--- config.mk ---
export PLATFORM = sky130hd
export DESIGN_NAME = fir_param
export DESIGN_NICKNAME = d
export VERILOG_FILES = /design/src/rtl/fir_param.sv
export SDC_FILE = /design/constraint.sdc
export NUM_CORES = 2
export LEC_CHECK = 0
export BUFFER_PORTS_ARGS = -buffer_cell sky130_fd_sc_hd__buf_4
export CAP_MARGIN = 20
export CELL_PAD_IN_SITES_DETAIL_PLACEMENT = 1
export CELL_PAD_IN_SITES_GLOBAL_PLACEMENT = 1
export CORE_ASPECT_RATIO = 0.8
export CORE_MARGIN = 1
export CORE_UTILIZATION = 40
export CTS_BUF_LIST = sky130_fd_sc_hd__clkbuf_8
export DETAILED_ROUTE_END_ITERATION = 12
export GPL_TIMING_DRIVEN = 0
export HOLD_SLACK_MARGIN = 0.06
export MAX_ROUTING_LAYER = met4
export PLACE_DENSITY = 0.75
export SYNTH_ARGS = -nofsm -noshare
export SYNTH_HDL_FRONTEND = slang
export SYNTH_SLANG_ARGS = --single-unit
--- constraint.sdc ---
create_clock -name CLK -period 10.88 [get_ports CLK]
set_input_delay 2.176 -clock CLK [delete_from_list [all_inputs] [get_ports CLK]]
set_output_delay 2.176 -clock CLK [all_outputs]
set_load 0.05 [all_outputs]
--- src/rtl/fir_param.sv ---
// Parametrised direct-form FIR, run-time coefficient port, saturating output.
// Define FIR_PIPE_EN to register the tap products (latency 2 instead of 1).
module fir_param #(
  parameter int NB    = 11,
  parameter int NTAPS = 11,
  parameter int AW    = 6
) (
  input  logic                 CLK,
  input  logic                 RST_n,
  input  logic                 CLR,
  input  logic signed [NB-1:0] DIN,
  input  logic                 VIN,
  input  logic                 COEF_WE,
  input  logic [AW-1:0]        COEF_ADDR,
  input  logic signed [NB-1:0] COEF_DATA,
  output logic signed [NB-1:0] DOUT,
  output logic                 VOUT
);

  localparam int PW   = 2 * NB;
  localparam int ACCW = PW + $clog2(NTAPS);

  localparam logic signed [ACCW-1:0] MAXV =
    ACCW'((64'sd1 <<< (NB - 1)) - 64'sd1);
  localparam logic signed [ACCW-1:0] MINV = -MAXV - 1;

  logic signed [NB-1:0]   x [NTAPS];
  logic signed [NB-1:0]   h [NTAPS];
  logic signed [PW-1:0]   prod [NTAPS];
  logic signed [PW-1:0]   term [NTAPS];
  logic signed [ACCW-1:0] acc;
  logic signed [ACCW-1:0] y;
  logic signed [NB-1:0]   sat;
  logic                   v_s;
  logic                   v_o;

  always_ff @(posedge CLK or negedge RST_n) begin
    if (!RST_n) begin
      for (int i = 0; i < NTAPS; i++) x[i] <= '0;
    end else if (CLR) begin
      for (int i = 0; i < NTAPS; i++) x[i] <= '0;
    end else if (VIN) begin
      x[0] <= DIN;
      for (int i = 1; i < NTAPS; i++) x[i] <= x[i-1];
    end
  end

  // Out-of-range addresses simply match no tap.
  always_ff @(posedge CLK or negedge RST_n) begin
    if (!RST_n) begin
      for (int i = 0; i < NTAPS; i++) h[i] <= '0;
    end else if (COEF_WE) begin
      for (int i = 0; i < NTAPS; i++)
        if (COEF_ADDR == AW'(i)) h[i] <= COEF_DATA;
    end
  end

  always_ff @(posedge CLK or negedge RST_n) begin
    if (!RST_n) v_s <= 1'b0;
    else        v_s <= VIN & ~CLR;
  end

  always_comb begin
    for (int i = 0; i < NTAPS; i++) prod[i] = x[i] * h[i];
  end

`ifdef FIR_PIPE_EN
  logic signed [PW-1:0] p_q [NTAPS];
  logic                 v_p;

  always_ff @(posedge CLK or negedge RST_n) begin
    if (!RST_n) begin
      v_p <= 1'b0;
      for (int i = 0; i < NTAPS; i++) p_q[i] <= '0;
    end else begin
      v_p <= v_s & ~CLR;
      if (v_s && !CLR)
        for (int i = 0; i < NTAPS; i++) p_q[i] <= prod[i];
    end
  end

  assign term = p_q;
  assign v_o  = v_p;
`else
  assign term = prod;
  assign v_o  = v_s;
`endif

  always_comb begin
    acc = '0;
    for (int i = 0; i < NTAPS; i++)
      acc = acc + {{(ACCW-PW){term[i][PW-1]}}, term[i]};
  end

  assign y = acc >>> (NB - 1);

  always_comb begin
    sat = y[NB-1:0];
    if (y > MAXV)      sat = MAXV[NB-1:0];
    else if (y < MINV) sat = MINV[NB-1:0];
  end

  always_ff @(posedge CLK or negedge RST_n) begin
    if (!RST_n) begin
      DOUT <= '0;
      VOUT <= 1'b0;
    end else begin
      VOUT <= v_o & ~CLR;
      if (v_o && !CLR) DOUT <= sat;
    end
  end

endmodule

### Word-level counts from Yosys, hierarchy flattened

Cells that the tools add are included.

* add/subtract/negate cells: 10
* multipliers: 11
* div/mod/pow operators: 0
* magnitude comparators: 2
* eq/ne operators: 10
* shift-type cells: 0
* multiplexer cells: 4
* bitwise operators: 3
* reduce and logical (&&, ||, !) cells: 15

Operators with widths (count)
* $mul A11 B11 Y22: 11
* $mux W121: 2
* $add A26 B26 Y26: 6
* $add A25 B22 Y26: 1
* $add A24 B22 Y25: 1
* $add A23 B22 Y24: 1
* $eq A6 B3 Y1 const B: 4
* $add A22 B22 Y23: 1
* $mux W11: 2
* $reduce_and A2 Y1: 11
* $eq A6 B4 Y1 const B: 3
* $gt A16 B11 Y1 const B: 1
* $lt A16 B11 Y1 const B: 1
* $eq A6 B2 Y1 const B: 2
* $eq A6 B1 Y1 const B: 1
* $logic_not A6 Y1: 1
* $and A1 B1 Y1: 2
* $reduce_bool A2 Y1: 1
* $logic_and A1 B1 Y1: 1
* $logic_not A1 Y1: 1
* $not A1 Y1: 1

* register bits after elaboration: 255
* bits in latches: 0
* memory bits (writable): 0
* ROM bits: 0
* input bits: 33
* output and inout port bits: 12
* logic and storage cells: 80
* memories kept: 0

### Logic depth before layout (Yosys ltp)

* word-level depth: 14
* gate-level depth with buffers: 49

### Worst setup path after synthesis

Ideal clock, no wire load.

* kind: reg2reg
* start: register x[47] (netlist name)
* end: register DOUT[0]
* library setup time: 0.077 ns
* arrival time: 11.757 ns
* path slack: -0.954 ns
* cell stages (with the launch flop): 47
* cell sequence: dfrtp_1 clkbuf_1 nand2_1 fa_1 inv_1 ha_1 fa_1 inv_1 fa_1 fa_1 inv_1 ha_1 a21o_1 a21oi_1 o21bai_1 a21oi_1 nor2b_1 o21a_1 [... 11 more ...] fa_1 fa_1 inv_1 fa_1 inv_1 fa_1 inv_1 fa_1 ha_1 ha_1 and3_1 a211oi_1 o21a_4 mux2i_1 nand4bb_1 a31oi_4 o21ai_1 a21oi_1

* word-level cells in the longest chain between the ends: 9
* elaborated cells between the ends (all ways): 10
* those cells by class: add/sub (5); mul (1); order compare (2); mux (2)

Ends and longest elaborated chain
* from (decl): line 27 `logic signed [NB-1:0] x [NTAPS];`
* $mul A11 B11 Y22 *: line 64 `for (int i = 0; i < NTAPS; i++) prod[i] = x[i] * h[i];`
* $add A26 B26 Y26 * (5 in series): line 92 `acc = acc + {{(ACCW-PW){term[i][PW-1]}}, term[i]};`
* $lt A16 B11 Y1: line 100 `else if (y < MINV) sat = MINV[NB-1:0];`
* $mux W11: line 100
* $mux W11 *: line 99 `if (y > MAXV) sat = MAXV[NB-1:0];`
* to (signal assigned): line 109 `if (v_o && !CLR) DOUT <= sat;`
* to (decl): line 16 `output logic signed [NB-1:0] DOUT,`

Mark *: on every way between the ends. The rest lies on a longest branch, timed or not.
A chain may end at the register's enable or synchronous reset.

### Worst setup path in the final report

* start: register x[13] (netlist name)
* end: register DOUT[4]

* word-level cells in the longest chain between the ends: 6
* elaborated cells between the ends (all ways): 7
* those cells by class: add/sub (2); mul (1); order compare (2); mux (2)

Ends and longest elaborated chain (line)
* $mul A11 B11 Y22 *: 64
* $add A26 B26 Y26 * (2 in series): 92
* $lt A16 B11 Y1: 100
* $mux W11: 100
* $mux W11 *: 99

Marked as above.

==> qor.yml <==
cts_root_buf: "clkbuf_8"
final_antenna_net_count: 0
postSynthCellCount: 6782
final.setup.worst_slack_ns: -1.98
cts_tree: "built"
worst_ep_arrival_time_ns: 13.56
synth_seq_cells: 255
finalMaxSlewViolations: 0
nFillCells: 18500
finalHoldViolations: 0
fmax_mhz: 77.8
whs_path_depth: 2
grt_pass1_wl_um: 338000
gp_congestion: 0.931
core_sq_um: 165000
synth_seq_area_share: 0.0958
slowest_delay_ns: 0.60
status: "finished, violations left"
multi_input_area_sq_um: 53900
finalCritPeriodShare: 1.18
drive_gt1_frac: 0.117
clk_pin_slew_ns: 0.07
start_util: 0.404
endpoint_kind: "register"
critPathSlowestCell: "fa_2"
worstMarginPinSlew_ns: 1.20
numCtsBuffers: 57
violations: "negative setup slack"
portBuffers: 42
grt_pass1_vias: 55000
yosysUniqueCellTypes: 66
nets: 9177
vias: 47400
layout_commonest_cell: "inv_1"
syn_area_per_cell_sq_um: 9.83
cts.sinks: 255
drt-initial-drc-count: 3155
io_pins: 45
overflow: 0
wirelength_um: 214000
synth_ff_type: "dfrtp_1"
clockBufferDepth: 3
yosysWarnings: 0
drv_cap: 0
clk-insertion-delay-late_ns: 0.78
areaGrowthSynthToFinish_pct: 12.4
netlist_area_sq_um: 66600
crit_required_ns: 11.58
die-area_sq_um: 168000
critPathLaunchType: "register"
period_needed_ns: 12.86
grt_use_total: 0.274
fp.dieH_um: 367
avgRoutedWirePerCell_um: 23.0
ff2ff_path_depth: 48
dp_hpwl_um: 178000
synth-async-reset-ratio: 1.00
fp.dieW_um: 458
maxSlewHeadroom: 0.200
seq_area_sq_um: 6440
synth-edff-count: 0
grt_setup_unrepaired: "true"
dr.pass1.iters: 5
hp-class: "register to register"
rows: 133
drt-vias-per-instance: 5.08
crit_type: "register to register"
antenna_found_initial: 13
drc_errors: 0
final_cell_mix: "1818 x inv_1, 1584 x fa_1, 687 x nand2_1"
place_ws_ns: -2.59
fin_skew_ns: 0.0391
grt_max_degree: 102
crit_top_cell: "fa_1"
htreeDepth: 2
setup-violations-final: 11
critical_path.max_fanout: 10
syn_nets: 8918
-- flip-flops by register name (all words and copies together), names as in the netlist --
register,cells
h,121
VOUT,1
v_o,1
DOUT,11
x,121
-- metrics by stage --
stage          cells  TNS (ns)  instance area, sq um  utilization  hold WS (ns)
2_1_floorplan   6782     -4.32                 67200            -         0.492
3_3_place_gp    9051    -25.21                 70300        0.426         0.476
3_5_place_dp    9059    -27.76                 70500        0.428         0.512
4_1_cts         9293    -16.14                 74500        0.452         0.527
5_1_grt         9324    -23.48                 74900        0.454         0.540
6_report        9329    -20.56                 74900        0.454         0.522
-- cell usage after synthesis (22+ instances only) --
| master | n | share of area |
|---|---|---|
| dfrtp_1 | 255 | 0.096 |
| o21ai_0 | 51 | 0.0038 |
| fa_1 | 1631 | 0.49 |
| inv_1 | 1827 | 0.10 |
| xor2_1 | 36 | 0.0047 |
| mux2i_1 | 122 | 0.018 |
| a21oi_1 | 75 | 0.0056 |
| xnor2_1 | 129 | 0.017 |
| nor2b_1 | 32 | 0.0030 |
| and2_1 | 576 | 0.054 |
| nor3_1 | 22 | 0.0017 |
| nor2_1 | 211 | 0.012 |
| mux2_2 | 119 | 0.020 |
| nand2_1 | 690 | 0.039 |
| ha_1 | 472 | 0.089 |
| clkbuf_1 | 267 | 0.015 |
| nand2b_1 | 73 | 0.0069 |
-- layout make-up --
| class | instances | share of cell area |
|---|---|---|
| plain buffers | 288 | 0.0244 |
| diodes | 12 | 0.000401 |
| flip-flops and latches | 255 | 0.0859 |
| multi-input cells | 4415 | 0.720 |
| well taps | 2227 | 0.0372 |
| clock buffers | 63 | 0.0116 |
| repair buffers | 197 | 0.0231 |
| inverters | 1827 | 0.0917 |
| clock inverters | 45 | 0.00608 |
-- cell families after synthesis --
kind of cell,count (synthesis),synth area share
compound gates,253,0.0255
simple gates,1650,0.121
xor+xnor,165,0.0217
fa+ha+maj,2103,0.579
buf+inv,2115,0.119
mux,241,0.0384
flops,255,0.0958
-- worst max-delay path: cells and delay by family, from the launching register on --
kind | cells | cell delay, ns
AO/OA/AOI/OAI | 13 | 2.77
adder cells (fa/ha/maj) | 17 | 7.59
buffers and inverters | 12 | 1.00
flip-flops | 1 | 0.46
multiplexers | 1 | 0.30
AND/OR/NAND/NOR | 5 | 0.64
-- worst paths after layout --
kind                                from        to  slack [ns]
min in group asynchronous          RST_n    h[100]        1.44
worst min-delay path            DOUT[10]  DOUT[10]        0.52
worst min register to register  DOUT[10]  DOUT[10]        0.52
worst max-delay path               x[13]   DOUT[4]       -1.98
worst max register to register     x[13]   DOUT[4]       -1.98
max in group asynchronous          RST_n     x[40]        7.88
-- what timing repair did --
| item | 4_1_cts | 5_1_grt |
|---|---|---|
| hold buffers | 0 | 0 |
| endpoints found under the setup margin | 11 | 11 |
| gates cloned | 3 | 0 |
| gates resized for setup | 404 | 52 |
| pin swaps | 186 | 53 |
| buffers inserted | 123 | 23 |
-- metal layers --
metal  wire, um  part of all wire  track usage
met4       7030             0.033       0.0756
met3      15900             0.074       0.0489
met5          0                 0            -
met2      98900              0.46        0.421
met1      92400              0.43        0.373
Power is left out: the tool's default activity adds up to more than one toggle a clock period on the data nets, which glitch-free logic cannot reach.
